**src/rtl/mux_pkg.sv**
```systemverilog
`default_nettype none
// ============================================================================
//  Module      : mux_pkg
//  Description : Shared constants, output-stage state encoding and the
//                one-hot to binary helper for the 4-to-1 arbitrated mux.
//  Revision    : 1.0  initial release
// ============================================================================
package mux_pkg;

    localparam int NUM_CH = 4;
    localparam int SEL_W  = 2;

    typedef enum logic [0:0] {
        EMPTY = 1'b0,
        FULL  = 1'b1
    } out_state_t;

    // Binary index of the set bit; zero when no bit is set.
    function automatic logic [SEL_W-1:0] onehot_to_bin(input logic [NUM_CH-1:0] oh);
        logic [SEL_W-1:0] b;
        b = '0;
        for (int i = 0; i < NUM_CH; i++) begin
            if (oh[i]) begin
                b = b | SEL_W'(i);
            end
        end
        return b;
    endfunction

endpackage
`default_nettype wire

```
**src/rtl/mux_rr_arbiter.sv**
```systemverilog
`default_nettype none
// ============================================================================
//  Module      : mux_rr_arbiter
//  Description : Four-way arbiter. Round-robin by default, with the search
//                starting at the internal rotation pointer, which moves to
//                one past the granted channel whenever adv is high.
//                Build macro MUX_FIXED_PRIO_EN selects fixed priority
//                (channel 0 highest); the rotation pointer then disappears
//                and ptr reads as zero.
//  Revision    : 1.0  initial release
// ============================================================================
module mux_rr_arbiter
    import mux_pkg::*;
(
    input  logic              clk,
    input  logic              rst,
    input  logic [NUM_CH-1:0] req,
    input  logic              adv,
    output logic [NUM_CH-1:0] gnt,
    output logic [SEL_W-1:0]  gnt_idx,
    output logic [SEL_W-1:0]  ptr
);

`ifdef MUX_FIXED_PRIO_EN
    // Clock, reset and advance have no state to drive in this mode.
    logic unused_ok;
    assign unused_ok = &{1'b0, clk, rst, adv};
    assign ptr       = '0;

    // Lowest-numbered requester wins.
    always_comb begin
        logic found;
        gnt   = '0;
        found = 1'b0;
        for (int i = 0; i < NUM_CH; i++) begin
            if (!found && req[i]) begin
                gnt[i] = 1'b1;
                found  = 1'b1;
            end
        end
    end
`else
    logic [SEL_W-1:0] rr_ptr;

    // Rotation pointer: moves past the channel just served.
    always_ff @(posedge clk) begin
        if (rst) begin
            rr_ptr <= '0;
        end else if (adv) begin
            rr_ptr <= gnt_idx + SEL_W'(1);
        end
    end

    // First requester found scanning upward from rr_ptr, wrapping modulo 4.
    always_comb begin
        logic             found;
        logic [SEL_W-1:0] idx;
        gnt   = '0;
        found = 1'b0;
        idx   = '0;
        for (int i = 0; i < NUM_CH; i++) begin
            idx = rr_ptr + SEL_W'(i);
            if (!found && req[idx]) begin
                gnt[idx] = 1'b1;
                found    = 1'b1;
            end
        end
    end

    assign ptr = rr_ptr;
`endif

    assign gnt_idx = onehot_to_bin(gnt);

endmodule
`default_nettype wire

```
**src/rtl/multiplexer_4_to_1_arb_module.sv**
```systemverilog
`default_nettype none
// ============================================================================
//  Module      : multiplexer_4_to_1_arb_module
//  Description : Merges four valid/ready channels into one registered output
//                stream tagged with the source channel on out_sel. One output
//                register stage; arbitration in mux_rr_arbiter. Build macro
//                MUX_FIXED_PRIO_EN switches the arbiter to fixed priority.
//  Revision    : 1.0  initial release
// ============================================================================
module multiplexer_4_to_1_arb_module
    import mux_pkg::*;
#(
    parameter int DW = 8
)(
    input  logic                 clk,
    input  logic                 rst,
    input  logic [NUM_CH-1:0]    in_valid,
    input  logic [NUM_CH*DW-1:0] in_data,
    output logic [NUM_CH-1:0]    in_ready,
    output logic                 out_valid,
    output logic [DW-1:0]        out_data,
    output logic [SEL_W-1:0]     out_sel,
    input  logic                 out_ready
);

    out_state_t        state;
    out_state_t        state_nxt;
    logic              can_accept;
    logic              load;
    logic [NUM_CH-1:0] gnt;
    logic [SEL_W-1:0]  gnt_idx;
    logic [SEL_W-1:0]  arb_ptr;
    logic [DW-1:0]     gnt_data;

    // The register can take a word when empty or being drained this cycle.
    assign can_accept = (state == EMPTY) || out_ready;
    assign load       = can_accept && (|in_valid);
    assign in_ready   = gnt & {NUM_CH{can_accept}} & {NUM_CH{~rst}};
    assign out_valid  = (state == FULL);

    mux_rr_arbiter u_arb (
        .clk     (clk),
        .rst     (rst),
        .req     (in_valid),
        .adv     (load),
        .gnt     (gnt),
        .gnt_idx (gnt_idx),
        .ptr     (arb_ptr)
    );

    // Pointer is observable for debug only.
    logic unused_ptr;
    assign unused_ptr = &{1'b0, arb_ptr};

    // Select the granted channel's word.
    always_comb begin
        gnt_data = in_data[gnt_idx*DW +: DW];
    end

    // Output-stage state register.
    always_ff @(posedge clk) begin
        if (rst) begin
            state <= EMPTY;
        end else begin
            state <= state_nxt;
        end
    end

    // Next state: fill on load, empty when drained with nothing to refill.
    always_comb begin
        state_nxt = state;
        case (state)
            EMPTY: begin
                if (load) begin
                    state_nxt = FULL;
                end
            end
            FULL: begin
                if (load) begin
                    state_nxt = FULL;
                end else if (out_ready) begin
                    state_nxt = EMPTY;
                end
            end
            default: state_nxt = EMPTY;
        endcase
    end

    // Output data and tag; held while stalled.
    always_ff @(posedge clk) begin
        if (rst) begin
            out_data <= '0;
            out_sel  <= '0;
        end else if (load) begin
            out_data <= gnt_data;
            out_sel  <= gnt_idx;
        end
    end

endmodule
`default_nettype wire

```
**config.mk**
```make
export PLATFORM = sky130hd
export DESIGN_NAME = multiplexer_4_to_1_arb_module
export DESIGN_NICKNAME = d
export VERILOG_FILES = /design/src/rtl/mux_pkg.sv /design/src/rtl/mux_rr_arbiter.sv /design/src/rtl/multiplexer_4_to_1_arb_module.sv
export SDC_FILE = /design/constraint.sdc
export NUM_CORES = 1
export LEC_CHECK = 0
export BUFFER_PORTS_ARGS = -buffer_cell sky130_fd_sc_hd__buf_2
export CORE_MARGIN = 4
export CORE_UTILIZATION = 46
export CTS_CLUSTER_SIZE = 40
export DETAILED_ROUTE_END_ITERATION = 10
export GPL_ROUTABILITY_DRIVEN = 0
export PLACE_DENSITY = 0.85
export SLEW_MARGIN = 20
export SYNTH_ARGS = -nofsm -noshare
export SYNTH_HDL_FRONTEND = slang
export SYNTH_SLANG_ARGS = --single-unit
```
**constraint.sdc**
```tcl
create_clock -name clk -period 5.4 [get_ports clk]
set_input_delay 0.27 -clock clk [delete_from_list [all_inputs] [get_ports clk]]
set_output_delay 0.27 -clock clk [all_outputs]
set_load 0.01 [all_outputs]
```
==> results.md, run 1 <==
* Status: completed
* Deepest clock path buffer count at 2
* Required @ worst endpoint at just over 5 ns
* Core Util, Final at about three fifths
* Starting DRT DRC Count at 65
* Share of cells above drive strength 1 at 37.70%
* Initial antenna violation count at 0
* Wirelength, routed at approximately 3700 um
* Largest net degree at the start of global routing at 16
* Synth unique cells at 42
* Initial Util at between 50% and 60%
* Synth Area per Inst at 8.931 um^2
* Pwr/cell area at about 470 nW/um^2
* Critical Path End Type: output port
* # Post-CTS Setup Buffers at 0
* RSZ-0062 raised after global routing: false
* Synth async-reset ratio at 0%
* Crit Path Max Fanout at 11
* Number of port buffers at 53
* Place WS at about 2.1 ns
* Placed cell count at between 200 and 250
* Layout Nets at between 200 and 250
* Mapped Area at approximately 1300 um^2
* Synthesis Warnings at 0
* CTS Root Cell: clkbuf_4
* Fmax at between 0.2 and 0.3 GHz
* Die X at between 60 and 70 um
* CP startpoint kind: flop
* Vias per cell at 6.425
* Sequential-to-total area share from yosys stat at between 20 and 25%
* Vias at between 1000 and 1500
* Max-slew headroom at 41.05%
* Max VDD drop at roughly 0.28 mV
* Final worst setup slack at 1.799 ns
* Final period util at around 67%
* Syn Nets at roughly 190
* Commonest cells after routing, fill and taps aside: buf_2 (53), dfxtp_1 (13), nand3_1 (12)
* TritonCTS Buffers at 3
* Setup TNS at 0 ns
* Worst-path clk slew at 0.08 ns
* Register bit count reported by yosys at 13
* Commonest non-fill, non-tap cell in the layout: buf_2
* Die ar. at between 3000 and 4000 um^2
* Vias in the first global route at ~1300
* Synth Instances at between 100 and 150
* Ant diodes at 0
* First-pass GRT wire length at approximately 6000 um
* Core area at approximately 2600 um^2
* Maxcap violations at 0
* Top-level port count at 54
* Row count at 18
* TritonCTS clock tree: built
* Sink Count at 13
* DR WL/cell at 16.82 um
* Leak at between 0.6 and 0.7 nW
* WP data arrival at between 3 and 4 ns
* DPL Wire Length at ~2800 um
* Setup violations, final at 0
* Number of nets with antenna violations after routing at 0
* Worst Clk Skew at approximately 0.0055 ns
* # resized after CTS at 0
* Skew-Pair Late Insertion Delay at about 0.28 ns
* Area growth syn-to-layout at 19.42%
* Max H-tree Level at 1
* Final Max Slew Viols at 0
* Final hold viol count at 0
* # hold bufs at CTS at 0
* EDFF count, synth at 0
* Grt total ovfl at 0
* Die height at 61.06 um
* Crit Path Class: reg2out
* Drt drc at 0
* Worst-Margin Slew at roughly 0.88 ns
* Non-filler instance count after layout at ~220
* Main synth FF type: dfxtp_1
* 1st-pass router iterations at 4
* Hold WC Path Type: in2reg
* Min Tclk post-route at 3.601 ns
* GRT Total Usage at between 20% and 30%
[metal layers]
layer / GRT usage, % / vias up / part of all wire [%]
met1: 28.50 / 668 / 41
met2: 34.29 / 69 / 50
met4: 8.359 / 0 / 1.2
met5: 0 / - / 0
met3: 1.887 / 5 / 7.8
li1: - / 678 / -
[sequential cells by signal, summed over array words and instances, names as in the netlist]
| signal | flops |
|---|---|
| out_valid | 1 |
| out_data | 8 |
| u_arb.ptr | 2 |
| out_sel | 2 |
[synth_stat cells, types with 4 or more instances]
cell | count | area share, %
ha_1 | 5 | 4.8
o21ai_0 | 9 | 3.5
a21oi_1 | 4 | 1.5
nand2_1 | 4 | 1.2
nor2_1 | 6 | 1.7
dfxtp_1 | 13 | 20
nor4bb_1 | 5 | 3.9
and4bb_2 | 4 | 3.9
o21bai_1 | 8 | 4.6
mux4_2 | 4 | 7.0
a311oi_1 | 9 | 6.1
nand3_1 | 12 | 4.6
o31ai_1 | 8 | 4.6
nand4_1 | 9 | 4.3
buf_6 | 4 | 3.5
[cell families (layout without fill, tap and decap cells)]
| group | Yosys count | after routing | synth area share [%] |
|---|---|---|---|
| AND/OR/NAND/NOR | 54 | 54 | 28.31 |
| XOR/XNOR | 1 | 1 | 0.6765 |
| flip-flops | 13 | 13 | 20.10 |
| buffers and inverters | 14 | 60 | 7.149 |
| adder cells (fa/ha/maj) | 5 | 5 | 4.831 |
| multiplexers | 4 | 4 | 6.957 |
| AO/OA/AOI/OAI | 54 | 54 | 31.98 |
[critical path: stages (launching register included)]
cell and delay [ns]:
dfxtp_1 0.58, inv_1 0.20, ha_1 0.45, mux4_2 0.58
nor2b_2 0.20, a22o_1 0.31, nor3_4 0.49, nor2_1 0.08
buf_2 0.15
[area by class of cell]
cell class | instances | area, um^2
Multi-Input combinational cell | 118 | 945.9
Clock buffer | 4 | 26.28
Sequential cell | 13 | 260.3
Tap cell | 30 | 37.54
Timing Repair Buffer | 53 | 265.3
Fill cell | 236 | 1044
Inverter | 3 | 11.26
[metrics by stage]
stage	instance area [um^2]	total power, mW	hold WS [ns]
after floorplan	1295	0.5656	0.4390
after global placement	1516	0.6432	0.4474
after detailed placement	1516	0.6639	0.4640
after CTS	1543	0.7254	0.2525
after global routing	1546	0.7913	0.2680
final	1546	0.7277	0.2517
[power by group]
| group | internal, mW | switching (mW) |
|---|---|---|
| clock network | 0.0287 | 0.0324 |
| logic | 0.217 | 0.283 |
| registers | 0.136 | 0.0312 |
| total | 0.381 | 0.347 |
[path summary, 6_finish.rpt]
check | from | end | slack [ns] | cells after the start
setup / recovery | u_arb.ptr[0] | in_ready[1] | 1.80 | 8
hold / removal | in_data[17] | out_data[1] | 0.25 | 3
setup reg to reg | u_arb.ptr[0] | out_data[0] | 2.08 | 8
hold reg to reg | out_sel[1] | out_sel[1] | 0.47 | 2
Note: power is estimated with default switching activity, not from simulation.
==> inputs of run 2 (changes only) <==
==> constraint.sdc (replaced) <==
create_clock -name clk -period 3.5 [get_ports clk]
set_input_delay 0.175 -clock clk [delete_from_list [all_inputs] [get_ports clk]]
set_output_delay 0.175 -clock clk [all_outputs]
set_load 0.01 [all_outputs]
==> run 2 against run 1 <==
Critical path depth is the same. Flip-flop and latch count is the same. Cell count grew 1.8%. Count of clock-buffer cells in the layout is the same. Non-clock buffer count grew 4. Combinational power grew 65%. Cell area grew 2.4%.
==> results.md, run 2 (synthesized netlist as in run 1, its figures left out) <==
* Status: completed (unchanged)
* Initial Util at 50.00% (unchanged)
* Critical path's slowest cell: mux4_2 (was dfxtp_1)
* Ant diodes at 0 (unchanged)
* RSZ-0062 raised after global routing: false (unchanged)
* Largest net degree at the start of global routing at 16 (unchanged)
* Critical path origin: u_arb.ptr[0] (unchanged)
* Die height at 61.06 um (unchanged)
* Final Max Slew Viols at 0 (unchanged)
* Worst Clk Skew at 0.004017 ns (was 0.005505 ns)
* Hold wc startpoint: in_data[19] (was in_data[17])
* Hold WC Path Type: in2reg (unchanged)
* Share of cells above drive strength 1 at 39.49% (was 37.70%)
* Pwr Total at 1.180 mW (was 727.7 uW)
* R2r endpoint: out_data[1] (was out_data[0])
* DR WL/cell at 16.66 um (was 16.82 um)
* Vias at 1401 (was 1420)
* Max reg flops at 8 (unchanged)
* Number of cells on the worst reg-to-reg path at 8 (unchanged)
* Vias per cell at 6.227 (was 6.425)
* Worst-path clk slew at 0.08 ns (about the same)
* RR Startpoint: u_arb.ptr[0] (unchanged)
* Final worst setup slack at 0.3293 ns (was 1.799 ns)
* Setup TNS at 0 ns (unchanged)
* Vias in the first global route at 1288 (was 1326)
* Required @ worst endpoint at 3.68 ns (was 5.13 ns)
* Critical Path End Type: flop (was output port)
* TritonCTS clock tree: built (unchanged)
* Reg with most FFs: out_data (unchanged)
* Deepest clock path buffer count at 2 (unchanged)
* GRT Total Usage at 20.31% (was 20.99%)
* Maxcap violations at 0 (unchanged)
* Critical Path End: out_data[1] (was in_ready[1])
* Placed cell count at 218 (was 217)
* Number of port buffers at 53 (unchanged)
* Pwr/cell area at 744.8 nW/um^2 (was 470.6 nW/um^2)
* Commonest non-fill, non-tap cell in the layout: buf_2 (unchanged)
* Sink Count at 13 (unchanged)
* Fmax at roughly 0.32 GHz
* Crit path cell chain: inv_1 -> ha_1 -> mux4_2 -> nor2b_2 -> a22oi_1 -> nand3_1 -> o21a_1 -> a311oi_1 (was inv_1 -> ha_1 -> mux4_2 -> nor2b_2 -> a22o_1 -> nor3_4 -> nor2_1 -> buf_2)
* # hold bufs at CTS at 0 (unchanged)
* Min Tclk post-route at between 3 and 4 ns
* Crit Path Max Fanout at 11 (unchanged)
* Layout Nets at 240 (was 236)
* Wirelength, routed at 3749 um (was 3718 um)
* WP data arrival at 3.35 ns (was 3.33 ns)
* Area growth syn-to-layout at 22.32% (was 19.42%)
* Final hold viol count at 0 (unchanged)
* Row count at 18 (unchanged)
* Die ar. at 3728 um^2 (unchanged)
* Worst-Margin Slew at 1.096 ns (was 0.8790 ns)
* Max VDD drop at 0.5235 mV (was 0.2797 mV)
* Fillers at 221 (was 236)
* Top-level port count at 54 (unchanged)
* Place WS at 0.1627 ns (was 2.089 ns)
* Min Hold Slack at 0.1694 ns (was 0.2517 ns)
* Max H-tree Level at 1 (unchanged)
* Die X at 61.06 um (unchanged)
* CP startpoint kind: flop (unchanged)
* Max stage delay on crit path at 0.60 ns (was 0.58 ns)
* Crit Path Class: reg2reg (was reg2out)
* Skew-Pair Late Insertion Delay at 0.28 ns (about the same)
* Starting DRT DRC Count at 57 (was 65)
* TritonCTS Buffers at 3 (unchanged)
* Worst R2R Setup Slack at 0.33 ns (was 2.08 ns)
* Non-filler instance count after layout at 225 (was 221)
* Initial antenna violation count at 0 (unchanged)
* CTS Root Cell: clkbuf_4 (unchanged)
* DPL Wire Length at 2862 um (was 2823 um)
* 1st-pass router iterations at 4 (unchanged)
* Final period util at between 90 and 100%
* Leak at 0.6982 nW (was 0.6792 nW)
* Grt total ovfl at 0 (unchanged)
* Core area at 2590 um^2 (unchanged)
* First-pass GRT wire length at 5830 um (was 5906 um)
* Number of nets with antenna violations after routing at 0 (unchanged)
* Commonest cells after routing, fill and taps aside: buf_2 (53), nand3_1 (12), dfxtp_1 (12) (was buf_2 (53), dfxtp_1 (13), nand3_1 (12))
* Max-slew headroom at 26.96% (was 41.05%)
* Setup violations, final at 0 (unchanged)
* Drt drc at 0 (unchanged)
run 2: area by class of cell:
cell class / instances / area [um^2] / share of cell area, %
clock buffers: 4 / 26.28 / 1.659
inverters: 3 / 11.26 / 0.7109
multi-input cells: 118 / 952.2 / 60.11
flip-flops and latches: 13 / 261.5 / 16.51
well taps: 30 / 37.54 / 2.370
repair buffers: 57 / 295.3 / 18.64
run 2: how the worst min path moves through the flow:
| stage | endpoint | cells after the start |
|---|---|---|
| 6_report | out_data[3] | 3 |
| 3_3_place_gp | out_sel[1] | 2 |
| 2_1_floorplan | out_data[2] | 2 |
| 3_5_place_dp | out_data[3] | 3 |
| 5_1_grt | out_data[3] | 3 |
| 4_1_cts | out_data[3] | 3 |
run 2: metrics by stage:
| stage | cell area (um^2) | utilization (%) |
|---|---|---|
| 5_1_grt | 1584 | 61.16 |
| 2_1_floorplan | 1295 | - |
| 3_5_place_dp | 1524 | 58.84 |
| 4_1_cts | 1550 | 59.86 |
| 6_report | 1584 | 61.16 |
| 3_3_place_gp | 1524 | 58.84 |
run 2: worst max-delay path: cells and delay by family (launching register included):
kind                       cells  cell delay [ns]
AOI/OAI and AO/OA              3             0.88
muxes                          1             0.60
and+or+nand+nor                2             0.54
DFF                            1             0.46
adders and majority gates      1             0.42
buffers and inverters          1             0.17
run 2: power breakdown:
group | internal, mW | total [mW] | switching (mW)
registers | 0.210 | 0.259 | 0.0486
logic | 0.369 | 0.827 | 0.457
clock network | 0.0442 | 0.0943 | 0.0501
total | 0.624 | 1.18 | 0.556
run 2: what timing repair did:
item,4_1_cts,5_1_grt
endpoints found under the setup margin,0,11
buffers inserted,0,3
resized for setup,0,3
run 2: layer usage:
layer  vias to the layer above  global-route usage, %  part of all wire (%)
li1                        692                      -                     -
met1                       650                  28.57                    44
met2                        53                  32.33                    48
met3                         6                  2.096                   6.5
met4                         0                  7.121                   1.3
met5                         -                      0                     0
